File: config.mk
export PLATFORM = sky130hd
export DESIGN_NAME = manual_drive_ctrl
export DESIGN_NICKNAME = d
export VERILOG_FILES = /design/src/rtl/drive_pkg.sv /design/src/rtl/input_debouncer.sv /design/src/rtl/manual_drive_ctrl.sv
export SDC_FILE = /design/constraint.sdc
export NUM_CORES = 1
export LEC_CHECK = 0
export BUFFER_PORTS_ARGS = -buffer_cell sky130_fd_sc_hd__buf_4
export CAP_MARGIN = 20
export CORE_ASPECT_RATIO = 1.75
export CORE_MARGIN = 1.5
export CORE_UTILIZATION = 50
export CTS_BUF_LIST = sky130_fd_sc_hd__clkbuf_16
export DETAILED_ROUTE_END_ITERATION = 6
export GPL_TIMING_DRIVEN = 0
export HOLD_SLACK_MARGIN = 0.05
export PLACE_DENSITY = 0.7
export SETUP_SLACK_MARGIN = 0.1
export SLEW_MARGIN = 20
export SYNTH_ARGS = -nofsm -noshare
export SYNTH_HDL_FRONTEND = slang
export SYNTH_HIERARCHICAL = 1
export SYNTH_SLANG_ARGS = --single-unit
File: constraint.sdc
create_clock -name clk -period 2.12 [get_ports clk]
set_input_delay 0.212 -clock clk [delete_from_list [all_inputs] [get_ports clk]]
set_output_delay 0.212 -clock clk [all_outputs]
set_load 0.02 [all_outputs]
File: src/rtl/drive_pkg.sv
// Shared encodings for the manual drive controller: FSM states, cmd byte layout
// and the bundle of raw driver inputs.
package drive_pkg;

  typedef enum logic [1:0] {
    ST_OFF      = 2'b00,
    ST_IDLE     = 2'b01,
    ST_STARTING = 2'b10,
    ST_MOVING   = 2'b11
  } drive_state_e;

  localparam logic [1:0] CMD_HDR = 2'b10;

  localparam int FWD     = 0;
  localparam int BACK    = 1;
  localparam int LEFT    = 2;
  localparam int RIGHT   = 3;
  localparam int PLACE   = 4;
  localparam int DESTROY = 5;

  localparam int NUM_IN = 10;

  // Field order fixes the bit position of each raw input in the debouncer array.
  typedef struct packed {
    logic destroy_barrier;
    logic place_barrier;
    logic turn_right;
    logic turn_left;
    logic reverse;
    logic brake;
    logic clutch;
    logic throttle;
    logic power_off;
    logic power_on;
  } drv_in_t;

  function automatic logic [7:0] pack_cmd(input logic [5:0] bits);
    return {CMD_HDR, bits};
  endfunction

endpackage

File: src/rtl/input_debouncer.sv
// 2-FF synchroniser followed by a debouncer: the output flips only after
// CYCLES consecutive synced samples disagree with it.
module input_debouncer #(
  parameter int unsigned CYCLES = 1000000
) (
  input  logic clk,
  input  logic rst,
  input  logic din,
  output logic dout
);
  localparam int CW = $clog2(CYCLES + 1);
  localparam logic [CW-1:0] LAST = CW'(CYCLES - 1);

  logic [1:0]    sync_q, sync_d;
  logic [CW-1:0] cnt_q, cnt_d;
  logic          db_q, db_d;

  always_comb begin
    sync_d = {sync_q[0], din};
    cnt_d  = '0;
    db_d   = db_q;
    if (sync_q[1] != db_q) begin
      if (cnt_q == LAST) db_d = sync_q[1];
      else               cnt_d = cnt_q + CW'(1);
    end
  end

  always_ff @(posedge clk or negedge rst) begin
    if (!rst) begin
      sync_q <= '0;
      cnt_q  <= '0;
      db_q   <= 1'b0;
    end else begin
      sync_q <= sync_d;
      cnt_q  <= cnt_d;
      db_q   <= db_d;
    end
  end

  assign dout = db_q;
endmodule

File: src/rtl/manual_drive_ctrl.sv
// Manual drive controller: debounced inputs, power/start/move FSM, mileage and a
// periodic UART cmd byte. Define TURN_LAMP_BLINK_EN for blinking turn lamps.
module manual_drive_ctrl
  import drive_pkg::*;
#(
  parameter int unsigned DEBOUNCE_CYCLES   = 1000000,
  parameter int unsigned POWER_HOLD_CYCLES = 100000000,
  parameter int unsigned CMD_PERIOD_CYCLES = 1000000,
  parameter int unsigned MILE_TICK_CYCLES  = 100000000,
  parameter int unsigned MILEAGE_W         = 16
) (
  input  logic                 clk,
  input  logic                 rst,
  input  logic                 power_on,
  input  logic                 power_off,
  input  logic                 throttle,
  input  logic                 clutch,
  input  logic                 brake,
  input  logic                 reverse,
  input  logic                 turn_left,
  input  logic                 turn_right,
  input  logic                 place_barrier,
  input  logic                 destroy_barrier,
  output logic [1:0]           state,
  output logic                 reverse_gear,
  output logic                 left_lamp,
  output logic                 right_lamp,
  output logic [7:0]           cmd,
  output logic                 cmd_valid,
  output logic [MILEAGE_W-1:0] mileage
);
  localparam int HW = $clog2(POWER_HOLD_CYCLES + 1);
  localparam int PW = $clog2(CMD_PERIOD_CYCLES + 1);
  localparam int TW = $clog2(MILE_TICK_CYCLES + 1);
  localparam logic [HW-1:0] HOLD_LAST = HW'(POWER_HOLD_CYCLES - 1);
  localparam logic [PW-1:0] PER_LAST  = PW'(CMD_PERIOD_CYCLES - 1);
  localparam logic [TW-1:0] TICK_LAST = TW'(MILE_TICK_CYCLES - 1);

  logic [NUM_IN-1:0] raw_v, db_v;
  drv_in_t           db;

  assign raw_v = {destroy_barrier, place_barrier, turn_right, turn_left, reverse,
                  brake, clutch, throttle, power_off, power_on};

  for (genvar i = 0; i < NUM_IN; i++) begin : g_db
    input_debouncer #(.CYCLES(DEBOUNCE_CYCLES)) u_db (
      .clk (clk),
      .rst (rst),
      .din (raw_v[i]),
      .dout(db_v[i])
    );
  end
  assign db = drv_in_t'(db_v);

  drive_state_e         state_q, state_d;
  logic [HW-1:0]        hold_q, hold_d;
  logic [PW-1:0]        per_q, per_d;
  logic [TW-1:0]        tick_q, tick_d;
  logic [MILEAGE_W-1:0] mile_q, mile_d;
  logic                 rg_q, rg_d, rev_prev_q, rev_prev_d, valid_q, valid_d;
  logic                 rev_rise, entering_off;

  always_comb begin
    state_d    = state_q;
    hold_d     = '0;
    rev_prev_d = db.reverse;
    rev_rise   = db.reverse & ~rev_prev_q;
    if (db.power_off) state_d = ST_OFF;
    else begin
      case (state_q)
        ST_OFF: if (db.power_on) begin
          if (hold_q == HOLD_LAST) state_d = ST_IDLE;
          else                     hold_d  = hold_q + HW'(1);
        end
        ST_IDLE:
          if (db.throttle & ~db.clutch)                   state_d = ST_OFF;
          else if (db.throttle & db.clutch & ~db.brake)   state_d = ST_STARTING;
        ST_STARTING:
          if (db.brake)                                   state_d = ST_IDLE;
          else if (db.throttle & ~db.clutch)              state_d = ST_MOVING;
        ST_MOVING:
          if (db.brake)                                   state_d = ST_IDLE;
          else if (~db.throttle | db.clutch)              state_d = ST_STARTING;
          else if (rev_rise & ~db.clutch)                 state_d = ST_OFF;
      endcase
    end
    entering_off = (state_d == ST_OFF) && (state_q != ST_OFF);

    rg_d = rg_q;
    if (state_d == ST_OFF)                                rg_d = 1'b0;
    else if (rev_rise & db.clutch & (state_q != ST_OFF))  rg_d = ~rg_q;

    // The OFF-entry strobe wins over the period count, which restarts from 0.
    per_d   = '0;
    valid_d = 1'b0;
    if (entering_off) valid_d = 1'b1;
    else if (state_q != ST_OFF) begin
      if (per_q == PER_LAST) valid_d = 1'b1;
      else                   per_d   = per_q + PW'(1);
    end

    tick_d = tick_q;
    mile_d = mile_q;
    if (state_q == ST_MOVING) begin
      if (tick_q == TICK_LAST) begin
        tick_d = '0;
        if (mile_q != '1) mile_d = mile_q + MILEAGE_W'(1);
      end else tick_d = tick_q + TW'(1);
    end
    if (entering_off) mile_d = '0;
  end

  always_ff @(posedge clk or negedge rst) begin
    if (!rst) begin
      state_q    <= ST_OFF;
      hold_q     <= '0;
      per_q      <= '0;
      tick_q     <= '0;
      mile_q     <= '0;
      rg_q       <= 1'b0;
      rev_prev_q <= 1'b0;
      valid_q    <= 1'b0;
    end else begin
      state_q    <= state_d;
      hold_q     <= hold_d;
      per_q      <= per_d;
      tick_q     <= tick_d;
      mile_q     <= mile_d;
      rg_q       <= rg_d;
      rev_prev_q <= rev_prev_d;
      valid_q    <= valid_d;
    end
  end

  logic       on, drive, moving;
  logic [1:0] turn, lamp;
  logic [5:0] bits;

  always_comb begin
    on      = state_q != ST_OFF;
    drive   = state_q inside {ST_STARTING, ST_MOVING};
    moving  = state_q == ST_MOVING;
    turn[0] = drive & db.turn_left & ~db.turn_right;
    turn[1] = drive & db.turn_right & ~db.turn_left;
    bits          = '0;
    bits[FWD]     = moving & ~rg_q;
    bits[BACK]    = moving & rg_q;
    bits[LEFT]    = turn[0];
    bits[RIGHT]   = turn[1];
    bits[PLACE]   = on & db.place_barrier;
    bits[DESTROY] = on & db.destroy_barrier;
  end

`ifdef TURN_LAMP_BLINK_EN
  logic [1:0]         ph_q, ph_d;
  logic [1:0][PW-1:0] bl_q, bl_d;

  // Phase parks high while the turn bit is low so each rise starts a fresh lit half-period.
  always_comb begin
    ph_d = ph_q;
    bl_d = bl_q;
    for (int i = 0; i < 2; i++) begin
      if (!turn[i]) begin
        ph_d[i] = 1'b1;
        bl_d[i] = '0;
      end else if (bl_q[i] == PER_LAST) begin
        ph_d[i] = ~ph_q[i];
        bl_d[i] = '0;
      end else bl_d[i] = bl_q[i] + PW'(1);
    end
  end

  always_ff @(posedge clk or negedge rst) begin
    if (!rst) begin
      ph_q <= '1;
      bl_q <= '0;
    end else begin
      ph_q <= ph_d;
      bl_q <= bl_d;
    end
  end

  assign lamp = turn & ph_q;
`else
  assign lamp = turn;
`endif

  assign state        = state_q;
  assign reverse_gear = rg_q;
  assign left_lamp    = lamp[0];
  assign right_lamp   = lamp[1];
  assign cmd          = pack_cmd(bits);
  assign cmd_valid    = valid_q;
  assign mileage      = mile_q;
endmodule
# Yosys cells after proc, flatten, opt, wreduce, memory -nomap -nowiden
# Index checks and enable logic that the tools add are counted.
# totals
inputBits	12
wordCells	170
regBits	325
# classes
bitwise_logic	23
n_reduce_logical	20
addsub	14
mux	48
n_eq_ne	27
# op_table
op	n
$mux 20	23
$add 20x1->20 const B	11
$eq 20x20->1 const B	11
$mux 27	5
$mux 16	4
$add 27x1->27 const B	2
$eq 27x27->1 const B	2
$mux 2	10
$reduce_and 2->1	10
$add 16x1->16 const B	1
$ne 16x16->1 const B	1
$and 1x1->1	15
$reduce_bool 2->1	6
$ne 1x1->1	10
$pmux 2 s4	1
$not 1->1	7
$mux 1	5
$eq 2x2->1 const B	2
$logic_not 2->1	2
$reduce_and 3->1	1
$eq 2x1->1 const B	1
$logic_and 1x1->1	1
$or 1x1->1	1

# Longest topological paths before layout
# Gate-level depths: netlist (run 1).
# depth
depth_word	12
mapped_depth	8
depth_no_buf	6

# By module
# The synthesis (run 1) kept the hierarchy.
# modules_own_cells
mod	n_inst	area_per_inst_um2	cells_per_inst	seq_area_each_um2
input_debouncer	10	1108.6	110	575.6
manual_drive_ctrl	1	4833.4	513	2377.3

# Least setup slack after synthesis (run 1)
# No wires, ideal clock.
# synth_timing
path_type	reg-to-reg
start	reg state_q[1], in the netlist state[1]
end	reg mile_q[10], in the netlist mileage[10]
required_ps	2042
n_path_buf	1
setup_slack_ps	-171
stages_incl_launch_ff	7
arrival_time_ps	2213
cell_sequence	dfrtp_1 > nand3_2 > or3_4 > or3_1 > buf_2 > or4_1 > a21oi_1
# synth_between
elab_chain_len	9
word_cells_on_any_way	23
classes_between	eq/ne (3); mux (12); reduce/logical (8)
# synth_rtl
element	line_no	source
from (decl)	manual_drive_ctrl.sv:55	drive_state_e state_q, state_d;
from (signal assigned)	manual_drive_ctrl.sv:124	state_q <= state_d;
$mux 2	manual_drive_ctrl.sv:84	else if (rev_rise & ~db.clutch) state_d = ST_OFF;
$mux 2	manual_drive_ctrl.sv:83	else if (~db.throttle | db.clutch) state_d = ST_STARTING;
$mux 2	manual_drive_ctrl.sv:82	if (db.brake) state_d = ST_IDLE;
$pmux 2 s4	manual_drive_ctrl.sv:70	case (state_q)
$mux 2	manual_drive_ctrl.sv:68	if (db.power_off) state_d = ST_OFF;
$logic_not 2->1	manual_drive_ctrl.sv:87	entering_off = (state_d == ST_OFF) && (state_q != ST_OFF);
$logic_and 1x1->1	manual_drive_ctrl.sv:87	
$reduce_bool 2->1 (no source line)	-	
$reduce_and 3->1 (no source line)	-	
to (signal assigned)	manual_drive_ctrl.sv:128	mile_q <= mile_d;
to (decl)	manual_drive_ctrl.sv:59	logic [MILEAGE_W-1:0] mile_q, mile_d;
# Parallel ways exist; a longest one is shown, timed or not.
# A chain may end at the register's enable or synchronous reset.

# Worst setup path in the final report (run 1)
# layout_timing
start	reg g_db[8].u_db.cnt_q[11]
end	reg g_db[8].u_db.cnt_q[13]
# layout_between
elab_chain_len	3
word_cells_on_any_way	4
classes_between	add/sub (1); eq/ne (1); mux (2)
# layout_rtl
element	line_no	source
from (decl)	input_debouncer.sv:15	logic [CW-1:0] cnt_q, cnt_d;
from (signal assigned)	input_debouncer.sv:35	cnt_q <= cnt_d;
$add 20x1->20 / $eq 20x20->1 (equally long branches)	input_debouncer.sv:24, input_debouncer.sv:23	
$mux 20 (*)	input_debouncer.sv:23	if (cnt_q == LAST) db_d = sync_q[1];
$mux 20 (*)	input_debouncer.sv:22	if (sync_q[1] != db_q) begin
net g_db[8].u_db.cnt_d[13]	input_debouncer.sv:15	
# Mark *: on every way through the listed nets, which the timed path passes. The rest lies on a longest branch.

==> results.json, run 1 <==
{
  "rsz0062_at_grt": "yes",
  "end_kind": "flop",
  "diodes": 0,
  "timing_worst_setup_path_type": "flop to flop",
  "wl_per_cell_um": 16.27,
  "min_path_type": "input pin to async pin",
  "grt_pass1_vias": 12950,
  "synth_cell_types": 54,
  "postLayoutCoreUtil": 0.6546,
  "dr.first_iter.drc_count": 629,
  "synth_seq_area_share": 0.5109,
  "netlist_area_um2": 15920,
  "status": "finished, violations left",
  "power_frac_comb": 0.045,
  "use_met2": 0.4111,
  "path_max_fanout": 7,
  "p_int_mw": 9.856,
  "drive_gt1_frac": 0.3041,
  "netlist_top_cells_area": "dfrtp_1, xnor2_1, nor2_1",
  "placed_cells": 2052,
  "netSwitchingPower_mw": 2.778,
  "async_flop_share": 1.000,
  "grt_overflow": 0,
  "top_usage_layer": "met2",
  "grt_max_degree": 94,
  "clkPwrFrac": 0.454,
  "globalRouteTotalUtil": 0.2177,
  "design.core.area_um2": 31420,
  "met1_usage": 0.2393,
  "p_sw_frac": 0.2199,
  "vdd_drop_max_mv": 0.7174,
  "clkTransAtPathRegs_ns": 0.07,
  "synth.net_count": 1639,
  "synth_top_flop_cell": "dfrtp_1",
  "grt_first_pass_wirelength_um": 59450,
  "root_buffer": "clkbuf_16",
  "rr_worst_depth": 5,
  "gp_congestion": 0.8503,
  "cts_tree": "built",
  "grt_antenna_before_repair": 0,
  "ant_nets": 0,
  "ys_ff_latch": 325,
  "final_hold_viol_count": 0,
  "grt.met3_usage": 0.02693,
  "synth_area_leader_cell": "dfrtp_1",
  "maxCapViolCount": 0,
  "drcViolationCount": 0,
  "yosysTopAreaCellShare": 0.5109,
  "die-area_um2": 32960,
  "numCtsBuffers": 30,
  "h-tree-depth": 1,
  "synth-edff-count": 0,
  "leakage_nw": 7.962,
  "io_pins": 42,
  "cellPowerDensity_nw_per_um2": 614.3,
  "worst_slew_pin_slew_ns": 0.7964,
  "syn_avg_cell_area_um2": 9.869,
  "synth_cells": 1613,
  "die_width_um": 137.9,
  "violations": "negative setup slack",
  "clock_sinks": 325,
  "synth_most_common_cell": "dfrtp_1",
  "fmaxAchievable_mhz": 467.5,
  "dp_hpwl_um": 21920,
  "start_kind": "flop",
  "initial_core_util": 0.5067,
  "p_seq_frac": 0.501,
  "vias": 12870,
  "rows": 86,
  "setup_viol": 5,
  "skew_ns": 0.01051,
  "totalWireLength_um": 36730,
  "drt_pass1_iterations": 7,
  "fin_nets": 1864,
  "viasPerCell": 5.704,
  "drv_slew": 0,
  "port_buffers": 39,
  "worstPathRequired_ns": 2.57,
  "die_h_um": 239.0,
  "fin_crit_ns": 2.139,
  "cp.arrival_ns": 2.59,
  "yosys_warnings": 6,
  "slew_headroom": 0.4673,
  "clock_latency_ns": 0.57,
  "cts_buffer_depth": 3,
  "final-instance-count-excl-fill": 2257,
  "syn_to_final_growth_pct": 29.20,
  "setup_ws_ns": -0.01916,
  "min_period_over_period": 1.009,
  "netlist_top_cells_count": "dfrtp_1, nor2_1, xnor2_1"
}
metrics by stage:
stage / instance area, um2 / setup TNS (ns) / power, mW / hold slack, ns / worst slack [ns]
2_1_floorplan: 15970 / 0 / 6.582 / -0.08359 / 0.01889
3_3_place_gp: 16760 / -698.05 / 6.763 / 0.3213 / -2.429
3_5_place_dp: 16870 / -10.83 / 6.801 / 0.05864 / -0.3763
4_1_cts: 19440 / -0.03414 / 12.71 / 0.2623 / -0.01281
5_1_grt: 20570 / -2.268 / 13.08 / 0.2778 / -0.1044
6_report: 20570 / -0.04314 / 12.63 / 0.2511 / -0.01916
power groups by stage:
| stage | Sequential, mW | Clock [mW] | Combinational [mW] |
|---|---|---|---|
| CTS | 6.32 | 5.88 | 0.505 |
| finish | 6.33 | 5.74 | 0.564 |
| floorplan | 6.43 | 0 | 0.157 |
| detailed placement | 6.44 | 0 | 0.364 |
| global route | 6.34 | 6.12 | 0.626 |
| global placement | 6.43 | 0 | 0.329 |
worst max-delay path: stages (launching register included):
cell and delay, ns:
dfrtp_2 0.40, or4_1 0.51, or4_4 0.54, o21ai_4 0.30
buf_6 0.20, nor2_2 0.05
layout make-up:
| type | instances | area, um2 |
|---|---|---|
| Fill cell | 2366 | 10850 |
| Multi-Input combinational cell | 1169 | 8488 |
| Sequential cell | 325 | 8160 |
| Timing Repair Buffer | 193 | 1742 |
| Clock buffer | 31 | 775.7 |
| Tap cell | 396 | 495.5 |
| Buffer | 41 | 352.8 |
| Inverter | 78 | 292.8 |
| Clock inverter | 24 | 260.3 |
cells in the final DEF (no fill, tap or decap), types with 8 or more instances in the layout:
cell / Yosys / final
or3_1: 15 / 13
o21ai_0: 16 / 14
nor2_2: 0 / 72
dfrtp_2: 0 / 22
nor4_1: 63 / 56
xor2_1: 66 / 66
or4_1: 31 / 24
or2_2: 15 / 12
buf_4: 4 / 142
or4_4: 10 / 17
nand3b_1: 13 / 13
xnor2_1: 161 / 161
nand4_1: 67 / 67
nor2_1: 301 / 163
dlygate4sd3_1: 0 / 12
nor3_1: 56 / 53
a21oi_2: 0 / 21
a31o_2: 10 / 10
mux2_4: 0 / 8
nor2_4: 0 / 66
clkbuf_1: 25 / 9
buf_6: 10 / 46
a21oi_1: 42 / 21
clkbuf_16: 0 / 32
o21ai_4: 10 / 11
nand3_1: 100 / 89
nand2_1: 70 / 67
and4_1: 9 / 9
or4b_1: 10 / 8
and3_1: 21 / 20
dfrtp_1: 325 / 303
inv_1: 78 / 81
registers in the layout, indices dropped and copies added, names as in the netlist:
signal	flops
g_db.u_db/cnt_q	200
hold_q	27
tick_q	27
g_db.u_db/sync_q	20
per_q	20
mileage	16
g_db.u_db/dout	10
state	2
cmd_valid	1
rev_prev_q	1
reverse_gear	1
cell families after synthesis:
family,Yosys count,synth area share
adders and majority gates,14,0.01100
AOI/OAI and AO/OA,105,0.04920
buffers and inverters,120,0.03403
and+or+nand+nor,809,0.2618
xor gates and xnor gates,227,0.1249
muxes,11,0.007703
other,2,0.0004718
DFF,325,0.5109
metal layers:
layer	wire [um]	part of all wire
met5	0	0
met4	1253	0.034
met3	1008	0.027
met2	20580	0.56
met1	13880	0.38
worst paths after layout:
| path | startpoint | to | slack, ns |
|---|---|---|---|
| setup / recovery | g_db[8].u_db/cnt_q[11] | g_db[8].u_db/cnt_q[13] | -0.02 |
| hold / removal | rst | g_db[4].u_db/cnt_q[1] | 0.25 |
| setup reg to reg | g_db[8].u_db/cnt_q[11] | g_db[8].u_db/cnt_q[13] | -0.02 |
| hold reg to reg | g_db[5].u_db/sync_q[0] | g_db[5].u_db/sync_q[1] | 0.35 |
| max in group asynchronous | rst | g_db[3].u_db/cnt_q[0] | 0.68 |
| min in group clk | reverse | g_db[5].u_db/sync_q[0] | 0.28 |
what timing repair did:
| item | 4_1_cts | 5_1_grt |
|---|---|---|
| pin swaps | 136 | 74 |
| gates cloned | 10 | 1 |
| setup endpoints to repair | 237 | 282 |
| buffers inserted | 95 | 34 |
| endpoints found under the hold margin | 211 | 0 |
| resized for setup | 187 | 234 |
| hold buffers | 12 | 0 |
No activity file was read; power rests on OpenSTA's default activity.
==> inputs of run 2 (changes only) <==
ABC_AREA = 1   (was not set)
==> run 2 against run 1 <==
Compared with the run above:
- the flow now finishes without violations
- synthesized cell count rose by 47%
- area after synthesis rose by 17%
- flip-flop and latch count stayed put
- count of clock-buffer cells in the layout did not move
- register-to-register slack gained 0.25 ns
- worst hold slack worse by 0.11 ns
- maximum frequency rose by 12%
- combinational power shrank 32%
- largest power group unchanged
- largest cell class unchanged
==> results.json, run 2 <==
{
  "worst_slew_pin_slew_ns": 0.5199,
  "netlist_top_cells_area": "dfrtp_1, nor2_1, nand2_1",
  "syn_to_final_growth_pct": 11.57,
  "status": "completed",
  "cts_tree": "built",
  "largest_register": "g_db.u_db/cnt_q",
  "clock_latency_ns": 0.58,
  "path_max_fanout": 10,
  "crit_buf_inv": 2,
  "clock_sinks": 325,
  "synth_cell_types": 46,
  "slew_headroom": 0.6521,
  "totalWireLength_um": 39510,
  "fill_cells": 3382,
  "cts_buffer_depth": 3,
  "synth_most_common_cell": "nor2_1",
  "vias": 15370,
  "end_kind": "output port",
  "setup_viol": 0,
  "crit_chain": "nand2_2 -> clkbuf_4 -> nor2_1 -> buf_4",
  "dp_hpwl_um": 29890,
  "fin_area_um2": 20760,
  "grt_pass1_vias": 15410,
  "io_pins": 42,
  "dr.first_iter.drc_count": 581,
  "design.core.area_um2": 36770,
  "leakage_nw": 9.087,
  "diodes": 0,
  "layout_commonest_cell": "nor2_1",
  "crit_slowest_cell": "dfrtp_1",
  "wl_per_cell_um": 13.37,
  "multi_input_area_um2": 9393,
  "yosysTopAreaCellShare": 0.4371,
  "setup_ws_ns": 0.2032,
  "netlist_area_um2": 18610,
  "netlist_top_cells_count": "nor2_1, nand2_1, dfrtp_1",
  "ant_nets": 0,
  "worstPathRequired_ns": 1.91,
  "seqCellArea_um2": 8135,
  "vdd_drop_max_mv": 0.5384,
  "die-area_um2": 38430,
  "pre_cts_slack_ns": -0.05031,
  "numCtsBuffers": 31,
  "final_hold_viol_count": 0,
  "synth_seq_area_share": 0.4371,
  "rr_worst_depth": 11,
  "grt_max_degree": 83,
  "h-tree-depth": 1,
  "placed_cells": 2884,
  "syn_avg_cell_area_um2": 7.865,
  "regToRegSetupSlack_ns": 0.23,
  "top_regs": "g_db.u_db/cnt_q: 200 flops, hold_q: 27 flops, tick_q: 27 flops",
  "synth_top_flop_cell": "dfrtp_1",
  "rsz0062_at_grt": "yes",
  "drive_gt1_frac": 0.1681,
  "die_h_um": 258.2,
  "synth_area_leader_cell": "dfrtp_1",
  "r2r-start": "hold_q[0]",
  "root_buffer": "clkbuf_16",
  "ys_ff_latch": 325,
  "drv_slew": 0,
  "drcViolationCount": 0,
  "fin_crit_ns": 1.917,
  "post_dp_cell_area_um2": 19610,
  "start_kind": "flop",
  "largest_reg_flops": 200,
  "clkTransAtPathRegs_ns": 0.06,
  "globalRouteTotalUtil": 0.2125,
  "rows": 93,
  "initial_core_util": 0.5061,
  "synth_cells": 2366,
  "critPathMaxStageDelay_ns": 0.52,
  "fin_nets": 2488,
  "min_period_over_period": 0.9041,
  "fmaxAchievable_mhz": 521.7,
  "min_path_type": "input pin to async pin",
  "most-common-layout-cells": "nor2_1, nand2_1, dfrtp_1, inv_1, nand3_1",
  "port_buffers": 39,
  "r2r-end": "cmd_valid",
  "drt_pass1_iterations": 5,
  "yosys_warnings": 6,
  "synth-edff-count": 0,
  "gp_congestion": 0.9373,
  "cellPowerDensity_nw_per_um2": 574.1,
  "maxCapViolCount": 0,
  "skew_ns": 0.01944,
  "viasPerCell": 5.201,
  "die_width_um": 148.8,
  "crit_family": "flip-flops",
  "grt_overflow": 0,
  "async_flop_share": 1.000,
  "grt_antenna_before_repair": 0,
  "timing_worst_setup_path_type": "flop to output port",
  "cp.arrival_ns": 1.70,
  "final-instance-count-excl-fill": 2956,
  "synth.net_count": 2392,
  "grt_first_pass_wirelength_um": 68860
}
[run 2: cell types whose count changed after synthesis, moves of 74 or more]
cell | previous run | this run
nor2_2 | 0 | 101
xnor2_1 | 161 | 25
inv_1 | 78 | 248
nand3_1 | 100 | 174
nor2_1 | 301 | 468
nand2_1 | 70 | 413
[run 2: area by class of cell]
type                            instances  area share
Tap cell                              475     0.02863
Buffer                                  9    0.003857
Sequential cell                       325      0.3919
Inverter                              276     0.05008
Timing Repair Buffer                   63     0.02833
Clock buffer                           31     0.03737
Clock inverter                         21    0.007413
Multi-Input combinational cell       1756      0.4524
[run 2: timing repair]
action | CTS | global route
setup endpoints to repair | 40 | 47
buffers inserted | 0 | 9
hold buffers | 11 | 0
pin swaps | 0 | 3
resized for setup | 2 | 9
endpoints found under the hold margin | 190 | 0
[run 2: through the flow]
step / util / TNS, ns / hold WS, ns / total power [mW]
2_1_floorplan: - / 0 / -0.08359 / 6.583
3_3_place_gp: 0.5302 / -694.05 / 0.3220 / 6.769
3_5_place_dp: 0.5334 / -0.08060 / 0.1566 / 6.809
4_1_cts: 0.5619 / 0 / 0.1389 / 12.13
5_1_grt: 0.5646 / 0 / 0.1709 / 12.40
6_report: 0.5646 / 0 / 0.1459 / 11.92
[run 2: metal layers]
metal,wire (um),track usage,up-vias,part of all wire
li1,-,-,7711,-
met1,15270,0.2303,7340,0.39
met2,21980,0.4156,223,0.56
met3,983,0.02032,100,0.025
met4,1284,0.08278,0,0.032
met5,0,0,-,0
[run 2: how the worst max path moves through the flow]
stage / from / endpoint / slack (ns) / depth (start not counted)
2_1_floorplan: mileage[0] / mileage[15] / 0.35 / 10
3_3_place_gp: rst / g_db[1].u_db/cnt_q[2] / -2.20 / 1
3_5_place_dp: state[1] / hold_q[14] / -0.05 / 7
4_1_cts: state[1] / cmd[0] / 0.08 / 4
5_1_grt: mileage[0] / mileage[2] / 0.08 / 10
6_report: state[0] / cmd[0] / 0.20 / 4
[run 2: logic make-up (layout without fill, tap and decap cells)]
logic type | after synthesis | after routing | synth area share
DFF | 325 | 325 | 0.4371
xor gates and xnor gates | 136 | 136 | 0.06805
and+or+nand+nor | 1481 | 1481 | 0.3902
adders and majority gates | 14 | 14 | 0.009414
AOI/OAI and AO/OA | 123 | 123 | 0.03503
buffers and inverters | 285 | 400 | 0.05984
other | 2 | 2 | 0.0004036
[run 2: report_power, final]
part           switching [mW]  internal [mW]  leakage (nW)
registers              0.0487           6.27          4.47
clock network            2.35           2.87         0.484
logic                   0.267          0.114          4.14
